## src/rtl/pong_pkg.sv

```systemverilog
// rtl/pong_pkg.sv - shared move codes, debounce state type and code resolution
package pong_pkg;

    // Move codes shared with the paddle position register.
    localparam logic [1:0] BTN_NONE = 2'd0;
    localparam logic [1:0] BTN_INC  = 2'd1;
    localparam logic [1:0] BTN_DEC  = 2'd2;

    // S0: stable 0, W1: waiting to go 1, S1: stable 1, W0: waiting to go 0.
    typedef enum logic [1:0] {
        S0 = 2'd0,
        W1 = 2'd1,
        S1 = 2'd2,
        W0 = 2'd3
    } deb_state_t;

    // Debounced levels {dec, inc} to move code; both pressed cancels out.
    function automatic logic [1:0] resolve_move(input logic [1:0] levels);
        logic [1:0] code;
        case (levels)
            2'b01:   code = BTN_INC;
            2'b10:   code = BTN_DEC;
            default: code = BTN_NONE;
        endcase
        return code;
    endfunction

endpackage

```

## src/rtl/btn_debounce.sv

```systemverilog
// rtl/btn_debounce.sv - one-bit synchronizer plus counting debounce FSM
module btn_debounce
    import pong_pkg::*;
#(
    parameter int DEBOUNCE_CYCLES = 250000,
    parameter int CNT_WIDTH       = 18
) (
    input  logic clk,
    input  logic rst,
    input  logic raw,
    output logic stable
);

    localparam logic [CNT_WIDTH-1:0] CNT_LAST = CNT_WIDTH'(DEBOUNCE_CYCLES - 1);
    localparam logic [CNT_WIDTH-1:0] CNT_ONE  = CNT_WIDTH'(1);
    // A single-cycle debounce accepts a change on the first differing cycle.
    localparam bit DIRECT = (DEBOUNCE_CYCLES == 1);

    logic                 sync1_q;
    logic                 sync2_q;
    deb_state_t           state_q;
    deb_state_t           state_d;
    logic [CNT_WIDTH-1:0] cnt_q;
    logic [CNT_WIDTH-1:0] cnt_d;

    // Two-flop synchronizer for the asynchronous button input.
    always_ff @(posedge clk or posedge rst) begin
        if (rst) begin
            sync1_q <= 1'b0;
            sync2_q <= 1'b0;
        end else begin
            sync1_q <= raw;
            sync2_q <= sync1_q;
        end
    end

    // Next state: a change is accepted only after DEBOUNCE_CYCLES consecutive differing samples.
    always_comb begin
        state_d = state_q;
        cnt_d   = cnt_q;
        case (state_q)
            S0: begin
                cnt_d = '0;
                if (sync2_q) begin
                    if (DIRECT) begin
                        state_d = S1;
                    end else begin
                        state_d = W1;
                        cnt_d   = CNT_ONE;
                    end
                end
            end
            W1: begin
                if (!sync2_q) begin
                    state_d = S0;
                    cnt_d   = '0;
                end else if (cnt_q == CNT_LAST) begin
                    state_d = S1;
                    cnt_d   = '0;
                end else begin
                    cnt_d = cnt_q + CNT_ONE;
                end
            end
            S1: begin
                cnt_d = '0;
                if (!sync2_q) begin
                    if (DIRECT) begin
                        state_d = S0;
                    end else begin
                        state_d = W0;
                        cnt_d   = CNT_ONE;
                    end
                end
            end
            W0: begin
                if (sync2_q) begin
                    state_d = S1;
                    cnt_d   = '0;
                end else if (cnt_q == CNT_LAST) begin
                    state_d = S0;
                    cnt_d   = '0;
                end else begin
                    cnt_d = cnt_q + CNT_ONE;
                end
            end
            default: begin
                state_d = S0;
                cnt_d   = '0;
            end
        endcase
    end

    // FSM state and debounce counter registers.
    always_ff @(posedge clk or posedge rst) begin
        if (rst) begin
            state_q <= S0;
            cnt_q   <= '0;
        end else begin
            state_q <= state_d;
            cnt_q   <= cnt_d;
        end
    end

    // The accepted level is 1 while stable high or while waiting to fall.
    assign stable = (state_q == S1) || (state_q == W0);

endmodule

```

## src/rtl/paddle_btn_cond.sv

```systemverilog
// rtl/paddle_btn_cond.sv - per-player button conditioner feeding the paddle move code
module paddle_btn_cond
    import pong_pkg::*;
#(
    parameter int DEBOUNCE_CYCLES = 250000,
    parameter int CNT_WIDTH       = 18
) (
    input  logic       clk,
    input  logic       rst,
    input  logic       frame_tick,
    input  logic [1:0] btn_raw,
    output logic [1:0] btn,
    output logic [1:0] btn_stable
);

    logic [1:0] code;
    logic [1:0] btn_q;

    btn_debounce #(
        .DEBOUNCE_CYCLES(DEBOUNCE_CYCLES),
        .CNT_WIDTH      (CNT_WIDTH)
    ) u_deb_inc (
        .clk   (clk),
        .rst   (rst),
        .raw   (btn_raw[0]),
        .stable(btn_stable[0])
    );

    btn_debounce #(
        .DEBOUNCE_CYCLES(DEBOUNCE_CYCLES),
        .CNT_WIDTH      (CNT_WIDTH)
    ) u_deb_dec (
        .clk   (clk),
        .rst   (rst),
        .raw   (btn_raw[1]),
        .stable(btn_stable[1])
    );

    assign code = resolve_move(btn_stable);

    // One move per frame: the code is presented only on the cycle after a tick.
    always_ff @(posedge clk or posedge rst) begin
        if (rst) begin
            btn_q <= BTN_NONE;
        end else begin
            btn_q <= frame_tick ? code : BTN_NONE;
        end
    end

    assign btn = btn_q;

endmodule
```

## config.mk

```make
export PLATFORM = sky130hd
export DESIGN_NAME = paddle_btn_cond
export DESIGN_NICKNAME = d
export VERILOG_FILES = /design/src/rtl/pong_pkg.sv /design/src/rtl/btn_debounce.sv /design/src/rtl/paddle_btn_cond.sv
export SDC_FILE = /design/constraint.sdc
export NUM_CORES = 1
export LEC_CHECK = 0
export CORE_UTILIZATION = 55
export CTS_CLUSTER_DIAMETER = 120
export DETAILED_ROUTE_END_ITERATION = 12
export HOLD_SLACK_MARGIN = 0.05
export PLACE_DENSITY = 0.72
export RECOVER_POWER = 25
export SLEW_MARGIN = 20
export SYNTH_ARGS = -nofsm -noshare
export SYNTH_HDL_FRONTEND = slang
export SYNTH_HIERARCHICAL = 1
export SYNTH_SLANG_ARGS = --single-unit
```

## constraint.sdc

```tcl
create_clock -name clk -period 4.13 [get_ports clk]
set_input_delay 0.6195 -clock clk [delete_from_list [all_inputs] [get_ports clk]]
set_output_delay 0.6195 -clock clk [all_outputs]
set_load 0.05 [all_outputs]
```

==> run metrics, run 1 <==
grt ovf 0; post_cts resized 0; drt first-iter violations 87; layout cell share with drive strength beyond 1 12.5%; grt met3 use 5.90%; CP top delay family buffers and inverters; final hold violation count 0; final setup vio count 0; TritonCTS Sinks 46; Slowest-stage cell, CP clkdlybuf4s50_1; sequential share of power 62.7%; max_cap viols 0; Post-Synthesis Cells 207; ANT cells 0; hold slack 0.359 ns; core area 3770 um^2; All-Layer GR Usage 23.1%; Tot Pwr 0.000733 W; CP max FO 5; clock buffer depth 2; maximum VDD drop 0.000253 V; CP Buf/Inv Count 1; final-report max-slew violation count 0; Post-DP HPWL 2.85 mm; cell area after synthesis 2230 um^2; CP cell instances clkdlybuf4s50_1; clock latency on the worst-skew pair 0.29 ns; Area Overhead vs Synth 8.03%; GR Util met2 36.0%; initial antenna violation count 0; EDFF count, synth 0; largest net degree at the start of global routing 23; commonest cells after routing, fill and taps aside 46 x dfrtp_1, 30 x nor2_1, 20 x xor2_1; DIE AREA 4310 um^2; P_int 0.000579 W; sequential-to-total area share from yosys stat 51.7%; hold_buf cts 0; post-route clock skew 0.00700 ns; Tcrit/Tclk final 52.2%; Slew @ Worst Pin 0.821 ns; flops & latches, synth 46; Vias 1567; GP Congestion 0.811; relative slew slack 45.2%; CTS H-tree lvls 2; CTS Buf Count 5; Yosys warnings 6; DR DRC count 0; pwr dens 305 nW/um^2; Comb pwr share 3.6%; nets@finish 223; DR vias/cell 5.94; Final Cell Area 2410 um^2; Worst-path clk slew 0.07 ns; root buf cell clkbuf_8; Hold Crit Class flip-flop to flip-flop; Die W 65.7 um; Die Height 65.7 um; final worst path period need 2.15 ns; IO buf count 8; max frequency 464 MHz; FFs w/ async S/R, synth 100%; routed len/inst 15.1 um; Clk pwr share 33.6%; unique cell type count in the Yosys netlist 32; CP max stage delay 0.83 ns; Detailed Route WL 3.99 mm; Routed Antenna Nets 0; DRT Pass-1 Iters 4; CP arrival 1.53 ns; RSZ-0062 raised after global routing false; P_leak 0.997 nW; routing usage on met1 31.1%; busiest layer in global routing met2; initial core utilization 59.1%; mean post-synth cell area 10.8 um^2; CP Data Required Time 3.51 ns; critical path class flip-flop to output pin; Sw Pwr 0.000154 W; CTS tree yes; element type at the critical path start flip-flop; num ports 9; most common cell after layout, fill and taps aside dfrtp_1; first-pass GRT wire length 7.42 mm; syn nets 214; row cnt 22; Setup Fix Bufs, Post-CTS 0; setup TNS 0 ns; CP Capture Type output pin; outcome completed; switching share of power 21.0%; vias in the first global route 1625; top_reg_cell synth dfrtp_1; area of placed instances 2330 um^2
[worst register-to-register path, cell delays in order, from the launching register on]
cell	delay [ns]
dfrtp_1	0.41
ha_1	0.25
nand3_1	0.13
or3_1	0.38
o21ai_2	0.58
nor2_1	0.13
[worst paths after layout]
kind,start,end,slack (ns),cells past startpoint
worst max-delay path,flip-flop,btn_stable[1],1.98,1
worst min-delay path,u_deb_inc/sync1_q$_DFF_PP0_,u_deb_inc/sync2_q$_DFF_PP0_,0.36,0
worst max register to register,u_deb_inc/cnt_q[0]$_DFF_PP0_,u_deb_inc/cnt_q[5]$_DFF_PP0_,2.11,5
worst min register to register,u_deb_inc/sync1_q$_DFF_PP0_,u_deb_inc/sync2_q$_DFF_PP0_,0.36,0
max in group asynchronous,rst,u_deb_dec/sync1_q$_DFF_PP0_,2.64,2
min in group asynchronous,rst,btn[1]$_DFF_PP0_,0.66,2
[through the flow]
step / instances / setup slack, ns / util (%)
finish: 264 / 1.98 / 63.8
detailed placement: 257 / 2.11 / 61.8
CTS: 264 / 1.96 / 63.8
floorplan: 207 / 2.40 / -
global route: 264 / 1.91 / 63.8
global placement: 257 / 2.27 / 61.8
[Yosys cell counts, types with 4 or more instances]
cell	n	area (um^2)
dfrtp_1	46	1150
nor2_1	30	113
xor2_1	20	175
nand4_1	16	100
nand3_1	12	60.1
nand2_1	8	30.0
xnor2_1	8	70.1
inv_1	7	26.3
nor4_1	6	37.5
a21oi_1	4	20.0
and4_4	4	45.0
buf_4	4	30.0
o21ai_0	4	20.0
[cells by family after synthesis]
kind of cell | Yosys count | synth area share [%]
buffers and inverters | 13 | 2.86
AOI/OAI and AO/OA | 16 | 4.72
xor gates and xnor gates | 28 | 11.0
adders and majority gates | 2 | 1.12
and+or+nand+nor | 100 | 27.6
DFF | 46 | 51.7
muxes | 2 | 1.01
[routing by layer]
| metal | up-vias | routed length [um] | part of all wire, % |
|---|---|---|---|
| met3 | 6 | 185 | 4.6 |
| met2 | 41 | 1850 | 46 |
| met4 | 0 | 71 | 1.8 |
| li1 | 755 | - | - |
| met5 | - | 0 | 0 |
| met1 | 765 | 1880 | 47 |
[power by group through the flow]
| stage | logic, W | registers, W | clock network (W) |
|---|---|---|---|
| floorplan | 0.0000198 | 0.000468 | 0 |
| global placement | 0.0000265 | 0.000468 | 0 |
| detailed placement | 0.0000286 | 0.000469 | 0 |
| CTS | 0.0000287 | 0.000460 | 0.000256 |
| global route | 0.0000315 | 0.000461 | 0.000275 |
| finish | 0.0000268 | 0.000460 | 0.000247 |
[registers in the layout, summed over array words and instances (netlist names), named ones only]
name and cells:
u_deb_dec/cnt_q 18, u_deb_inc/cnt_q 18, btn 2, u_deb_dec/state_q 1, u_deb_dec/sync1_q 1, u_deb_dec/sync2_q 1
u_deb_inc/state_q 1, u_deb_inc/sync1_q 1, u_deb_inc/sync2_q 1
[area by class of cell]
type | instances | area, um^2
flip-flops and latches | 46 | 1150
fillers | 301 | 1360
well taps | 48 | 60.1
repair buffers | 8 | 80.1
clock buffers | 7 | 76.3
multi-input cells | 148 | 1010
inverters | 7 | 26.3
Power figures use the tool's default switching activity.
==> inputs of run 2 (changes only) <==
Settings changed: CORE_UTILIZATION 55 to 54, PLACE_DENSITY 0.72 to 0.74.
Clock period 4.13 ns to 1.98 ns, I/O delays scaled along.
==> run metrics, run 2 (synthesized netlist as in run 1, its figures left out) <==
outcome completed; core area 3800 um^2; CP max FO 4; Final Cell Area 2500 um^2; GP Congestion 0.853; DR vias/cell 5.81; max_cap viols 0; relative slew slack 22.1%; largest net degree at the start of global routing 23; final worst setup slack 0.117 ns; CTS H-tree lvls 2; CTS tree yes; setup TNS 0 ns; Tot Pwr 0.00172 W; Die Height 66.2 um; post_cts resized 0; max frequency 537 MHz; most common cell after layout, fill and taps aside dfrtp_1; final setup vio count 0; hold_buf cts 0; CP arrival 2.05 ns; vias in the first global route 1630; maximum VDD drop 0.000496 V; Vias 1580; final hold violation count 0; Routed Antenna Nets 0; nets@finish 230; CP Capture Type flip-flop; TritonCTS Sinks 46; Slowest-stage cell, CP dfrtp_1; ANT cells 0; DRT Pass-1 Iters 4; Layout fillers 304; CP cell instances ha_2 -> nand3_1 -> or3_1 -> nor3_4 -> mux2_2; root buf cell clkbuf_8; drt first-iter violations 105; final-report max-slew violation count 0; DR DRC count 0; routed len/inst 14.8 um; first-pass GRT wire length 7.31 mm; clock buffer depth 2; CP max stage delay 0.42 ns; Die W 66.2 um; row cnt 22; Area Overhead vs Synth 12.1%; Slew @ Worst Pin 1.17 ns; IO buf count 8; commonest cells after routing, fill and taps aside 46 x dfrtp_1, 30 x nor2_1, 20 x xor2_1; dpl ws 0.107 ns; initial core utilization 58.7%; area of placed instances 2380 um^2; P_leak 1.05 nW; CP Buf/Inv Count 0; grt ovf 0; Post-DP HPWL 2.84 mm; clock latency on the worst-skew pair 0.30 ns; All-Layer GR Usage 22.7%; element type at the critical path start flip-flop; initial antenna violation count 0; Detailed Route WL 4.03 mm; Setup Fix Bufs, Post-CTS 0; final core occ 65.7%; RSZ-0062 raised after global routing false; DIE AREA 4390 um^2; critical path class flip-flop to flip-flop; pwr dens 689 nW/um^2; CP top delay family simple AND/OR/NAND/NOR gates; CP Data Required Time 2.17 ns; final worst path period need 1.86 ns; num ports 9; layout cell share with drive strength beyond 1 16.1%; CTS Buf Count 5; Tcrit/Tclk final 94.1%; Hold Crit Class primary input to asynchronous set/reset pin; Worst-path clk slew 0.09 ns; post-route clock skew 0.00554 ns
run 2: worst register-to-register path: stages, from the launching register on:
cell and delay, ns:
dfrtp_1 0.42, ha_2 0.24, nand3_1 0.12, or3_1 0.41, nor3_4 0.22, mux2_2 0.35
run 2: path summary, 6_finish.rpt:
path	startpoint	endpoint	slack (ns)	depth (start not counted)
worst min-delay path	rst	btn[1]$_DFF_PP0_	0.32	2
min in group clk	u_deb_dec/sync1_q$_DFF_PP0_	u_deb_dec/sync2_q$_DFF_PP0_	0.36	0
worst min register to register	u_deb_dec/sync1_q$_DFF_PP0_	u_deb_dec/sync2_q$_DFF_PP0_	0.36	0
worst max register to register	u_deb_dec/cnt_q[0]$_DFF_PP0_	flip-flop	0.12	5
worst max-delay path	u_deb_dec/cnt_q[0]$_DFF_PP0_	flip-flop	0.12	5
max in group asynchronous	rst	u_deb_dec/cnt_q[12]$_DFF_PP0_	0.44	3
run 2: cell type report:
class,instances,area [um^2],area share (%)
inverters,7,26.3,1.05
clock buffers,5,68.8,2.76
flip-flops and latches,46,1150,46.1
repair buffers,15,125,5.01
multi-input cells,148,1020,40.9
well taps,48,60.1,2.40
clock inverters,3,43.8,1.75
run 2: layer usage:
layer	share of wire (%)	track usage, %	vias to the layer above
met4	1.3	11.2	0
met1	48	30.6	776
met3	4.3	5.34	5
met5	0	0	-
met2	47	34.3	29
li1	-	-	770
run 2: metrics by stage:
stage | std cells | hold WS (ns)
floorplan | 207 | 0.0382
global placement | 264 | 0.336
detailed placement | 264 | 0.339
CTS | 272 | 0.182
global route | 272 | 0.329
finish | 272 | 0.318
run 2: where the power goes:
part	internal [W]	switching (W)	total, W
Sequential	0.000950	0.00000883	0.000959
Clock	0.000378	0.000322	0.000700
Combinational	0.0000203	0.0000421	0.0000624
Total	0.00135	0.000373	0.00172
==> inputs of run 3 (changes only) <==
Settings changed: CORE_ASPECT_RATIO from default to 2, PLACE_DENSITY 0.74 to 0.75.
==> run metrics, run 3 (synthesized netlist as in run 1, its figures left out) <==
Setup Fix Bufs, Post-CTS 0; clock buffer depth 2; Hold Crit Class primary input to asynchronous set/reset pin; Die Height 92.8 um; final-report max-slew violation count 0; TritonCTS Sinks 46; CP max stage delay 0.41 ns; maximum VDD drop 0.000605 V; Vias 1586; most common cell after layout, fill and taps aside dfrtp_1; vias in the first global route 1612; outcome completed; final worst path period need 1.88 ns; pwr dens 682 nW/um^2; Layout fillers 323; DRT Pass-1 Iters 4; ANT cells 0; Worst-path clk slew 0.08 ns; routed len/inst 15.8 um; DIE AREA 4400 um^2; Area Overhead vs Synth 11.4%; CP arrival 2.06 ns; IO buf count 8; Tot Pwr 0.00169 W; nets@finish 229; placed insts 266; element type at the critical path start flip-flop; sequential share of power 56.7%; CP cell instances ha_1 -> nand3_1 -> or3_1 -> nor3_2 -> mux2_2; post-route clock skew 0.00589 ns; CP max FO 4; switching share of power 20.3%; P_int 0.00135 W; initial core utilization 57.4%; post_cts resized 0; CP Capture Type flip-flop; CTS tree yes; Tcrit/Tclk final 94.9%; num ports 9; GP Congestion 0.833; Final Cell Area 2480 um^2; Routed Antenna Nets 0; drt first-iter violations 35; initial antenna violation count 0; core area 3880 um^2; CP top delay family simple AND/OR/NAND/NOR gates; r2r setup slk 0.10 ns; CP Data Required Time 2.16 ns; commonest cells after routing, fill and taps aside 46 x dfrtp_1, 30 x nor2_1, 20 x xor2_1; Comb pwr share 3.7%; final setup vio count 0; Die W 47.4 um; max frequency 532 MHz; Detailed Route WL 4.34 mm; P_leak 1.04 nW; area of placed instances 2380 um^2; CP Buf/Inv Count 0; Sw Pwr 0.000343 W; final core occ 63.9%; Slew @ Worst Pin 1.20 ns; Clk pwr share 39.6%; RSZ-0062 raised after global routing false; DR vias/cell 5.79; CTS Buf Count 5; layout cell share with drive strength beyond 1 14.8%; Cell Count, Final, Fillers Out 274; largest net degree at the start of global routing 23; r2r startpoint u_deb_inc/cnt_q[0]$_DFF_PP0_; critical path class flip-flop to flip-flop; Reg2Reg Depth 5; DR DRC count 0; row cnt 32; grt ovf 0; CTS H-tree lvls 2; root buf cell clkbuf_8; Slowest-stage cell, CP dfrtp_1; final hold violation count 0; hold_buf cts 0; first-pass GRT wire length 7.08 mm; All-Layer GR Usage 22.2%; setup TNS 0 ns; Post-DP HPWL 3.27 mm; relative slew slack 20.3%; clock latency on the worst-skew pair 0.29 ns; max_cap viols 0
==> run 3: cell count changes in the layout (fill, tap and decap cells not counted) <==
cell,before,now
clkbuf_1,2,3
nor3_2,1,2
nor3_4,1,0
inv_6,1,0
ha_1,1,2
ha_2,1,0
clkinv_2,1,0
==> run 3: cell type report <==
class | count | area [um^2] | share of cell area [%]
multi-input combinational | 148 | 1010 | 40.8
sequential | 46 | 1150 | 46.4
tap | 51 | 63.8 | 2.57
inverter | 7 | 26.3 | 1.06
clock inverter | 1 | 30.0 | 1.21
clock buffer | 7 | 76.3 | 3.07
timing repair buffer | 14 | 121 | 4.89
==> run 3: worst max-delay path by stage <==
stage / startpoint / endpoint / cells past startpoint
3_5_place_dp: u_deb_dec/cnt_q[0]$_DFF_PP0_ / flip-flop / 5
3_3_place_gp: u_deb_dec/cnt_q[0]$_DFF_PP0_ / flip-flop / 5
4_1_cts: u_deb_inc/cnt_q[0]$_DFF_PP0_ / flip-flop / 5
5_1_grt: u_deb_inc/cnt_q[0]$_DFF_PP0_ / flip-flop / 5
2_1_floorplan: u_deb_dec/cnt_q[0]$_DFF_PP0_ / flip-flop / 5
6_report: u_deb_inc/cnt_q[0]$_DFF_PP0_ / flip-flop / 5
==> run 3: worst reg2reg max path: stages (launching register included) <==
cell     delay, ns
dfrtp_1       0.41
ha_1          0.24
nand3_1       0.12
or3_1         0.38
nor3_2        0.27
mux2_2        0.36
==> run 3: layer usage <==
| metal | GRT usage (%) | up-vias | part of all wire [%] |
|---|---|---|---|
| met1 | 22.2 | 796 | 36 |
| met3 | 3.51 | 4 | 1.8 |
| met4 | 7.62 | 0 | 0.81 |
| met5 | 0 | - | 0 |
| met2 | 41.8 | 21 | 61 |
| li1 | - | 765 | - |
==> run 3: per-stage QoR <==
step / setup WS (ns) / hold slack (ns)
final: 0.101 / 0.340
after global routing: 0.00731 / 0.357
after CTS: 0.103 / 0.211
after detailed placement: 0.118 / 0.337
after global placement: 0.190 / 0.334
after floorplan: 0.252 / 0.0382
==> run 3: power by group through the flow <==
| stage | clock network (W) | registers, W | logic [W] |
|---|---|---|---|
| floorplan | 0 | 0.000975 | 0.0000412 |
| global placement | 0 | 0.000976 | 0.0000635 |
| detailed placement | 0 | 0.000977 | 0.0000658 |
| CTS | 0.000683 | 0.000959 | 0.0000659 |
| global route | 0.000717 | 0.000961 | 0.0000707 |
| finish | 0.000670 | 0.000959 | 0.0000626 |
==> edit: new RTL, settings of run 2 <==
`CNT_WIDTH` is set to 18 in 2 places; all go to 26.
--- a/src/rtl/btn_debounce.sv
+++ b/src/rtl/btn_debounce.sv
@@ -3,7 +3,7 @@
     import pong_pkg::*;
 #(
     parameter int DEBOUNCE_CYCLES = 250000,
-    parameter int CNT_WIDTH       = 18
+    parameter int CNT_WIDTH       = 26
 ) (
     input  logic clk,
     input  logic rst,
--- a/src/rtl/paddle_btn_cond.sv
+++ b/src/rtl/paddle_btn_cond.sv
@@ -3,7 +3,7 @@
     import pong_pkg::*;
 #(
     parameter int DEBOUNCE_CYCLES = 250000,
-    parameter int CNT_WIDTH       = 18
+    parameter int CNT_WIDTH       = 26
 ) (
     input  logic       clk,
     input  logic       rst,
Behaviour: no difference found for any inputs over 10 cycles, from zero or initial values and one cycle with rst high; that may be too few to reach the edited logic, so the function may still have changed.
==> edit against run 2 <==
Sequential cell count increased by 16; hold slack worse by 0.012 ns; final area is 51% higher; non-clock buffer count is 29 higher; clock skew hardly changed; total power rose by 49%; clock power grew 71%; synthesized area up 38%; setup slack worse by 0.091 ns; routed wire length increased by 67%.
==> edit: results <==
set metrics [dict create \
    power.internal_w 0.00202 \
    multi_input_gates 222 \
    p_leak_nw 1.53 \
    seqPwrFrac_pct 50.1 \
    placed_cells 399 \
    ys_seq_area_share_pct 50.6 \
    syn-num-nets 314 \
    synth-compound-area-share_pct 10.4 \
    synth_fa_ha_area_share_pct 0.817 \
    h-tree-depth 3 \
    yosys-top-cells-count "dfrtp_1 (62), nor2_1 (32), a21oi_1 (26)" \
    synth_xor_area_share_pct 7.43 \
    dpl_worst_slack_ns -0.0147 \
    muxShareOfSynthArea_pct 0.735 \
    ys_top_cells_by_area "dfrtp_1 (51%), xor2_1 (4.6%), a21oi_1 (4.2%)" \
    grt_pass1_vias 2412 \
    post_synth_num_cell_types 33 \
    area_growth_pct 22.9 \
    stdcell_area_sq_um 3770 \
    cts-buffers-inserted 9 \
    drive_above_1_share_pct 22.8 \
    syn_area_per_cell_sq_um 9.98 \
    cp_max_fo 6 \
    inverters 11 \
    slowest_delay_ns 0.61 \
    pg_seq_w 0.00129 \
    grt.total_usage_pct 24.3 \
    ir_drop_mv 0.700 \
    r2r_slack_ns 0.03 \
    nNonClkBuffers 44 \
    grt_max_degree 31 \
    dp_hpwl_mm 4.02 \
    clock_buffers 13 \
    worst_path_max_delay_cell "or4b_4" \
    seq_share_pct 41.2 \
    seq_cell_count 62 \
    gp_congestion 0.821 \
    slew_headroom_pct 50.6 \
    routed_wl_mm 6.74 \
    placed_area_sq_um 3360 \
    cp.arrival_ns 2.22 \
    bufAreaShareNonClock_pct 9.76 \
    multi_input_area_share_pct 39.7 \
    fin_nets 357 \
    grt_pass1_wl_mm 11.2 \
    hold_slack_ns 0.306 \
    clkSlewWorstSetupHoldPaths_ns 0.07 \
    via_count 2502 \
    status "finished clean" \
    wl_per_cell_um 15.8 \
    first_pass_iters 5 \
    final-clk-cell-share_pct 5.81 \
    drt_first_iter_violations 228 \
    clock_latency_ns 0.34 \
    fillers 411 \
    skew_ns 0.00582 \
]
## edit: cell types whose count changed after synthesis, sizes merged, moves of 8 or more
cell   delta
a21oi    +20
dfrtp    +16
nand2     +8
o31ai    +10
or3       +8
or4      +12
## edit: how the worst max path moves through the flow
stage	end	slack, ns	cells after the start
after floorplan	flip-flop	0.05	4
after global placement	flip-flop	0.02	4
after detailed placement	flip-flop	-0.01	4
after CTS	flip-flop	-0.01	4
after global routing	u_deb_inc/cnt_q[25]	-0.02	5
final	u_deb_inc/cnt_q[25]	0.03	5
## edit: what timing repair did
item / CTS / global route
endpoints found under the setup margin: 4 / 34
pin swaps: 6 / 9
cloned: 1 / 1
gates resized for setup: 6 / 18
setup buffers: 5 / 5
## edit: per-layer routing
layer  part of all wire, %  up-vias  track usage [%]
li1                      -     1204                -
met1                    47     1208             35.0
met2                    47       83             35.0
met3                   5.2        7             6.35
met4                   1.3        0             9.62
met5                     0        -                0
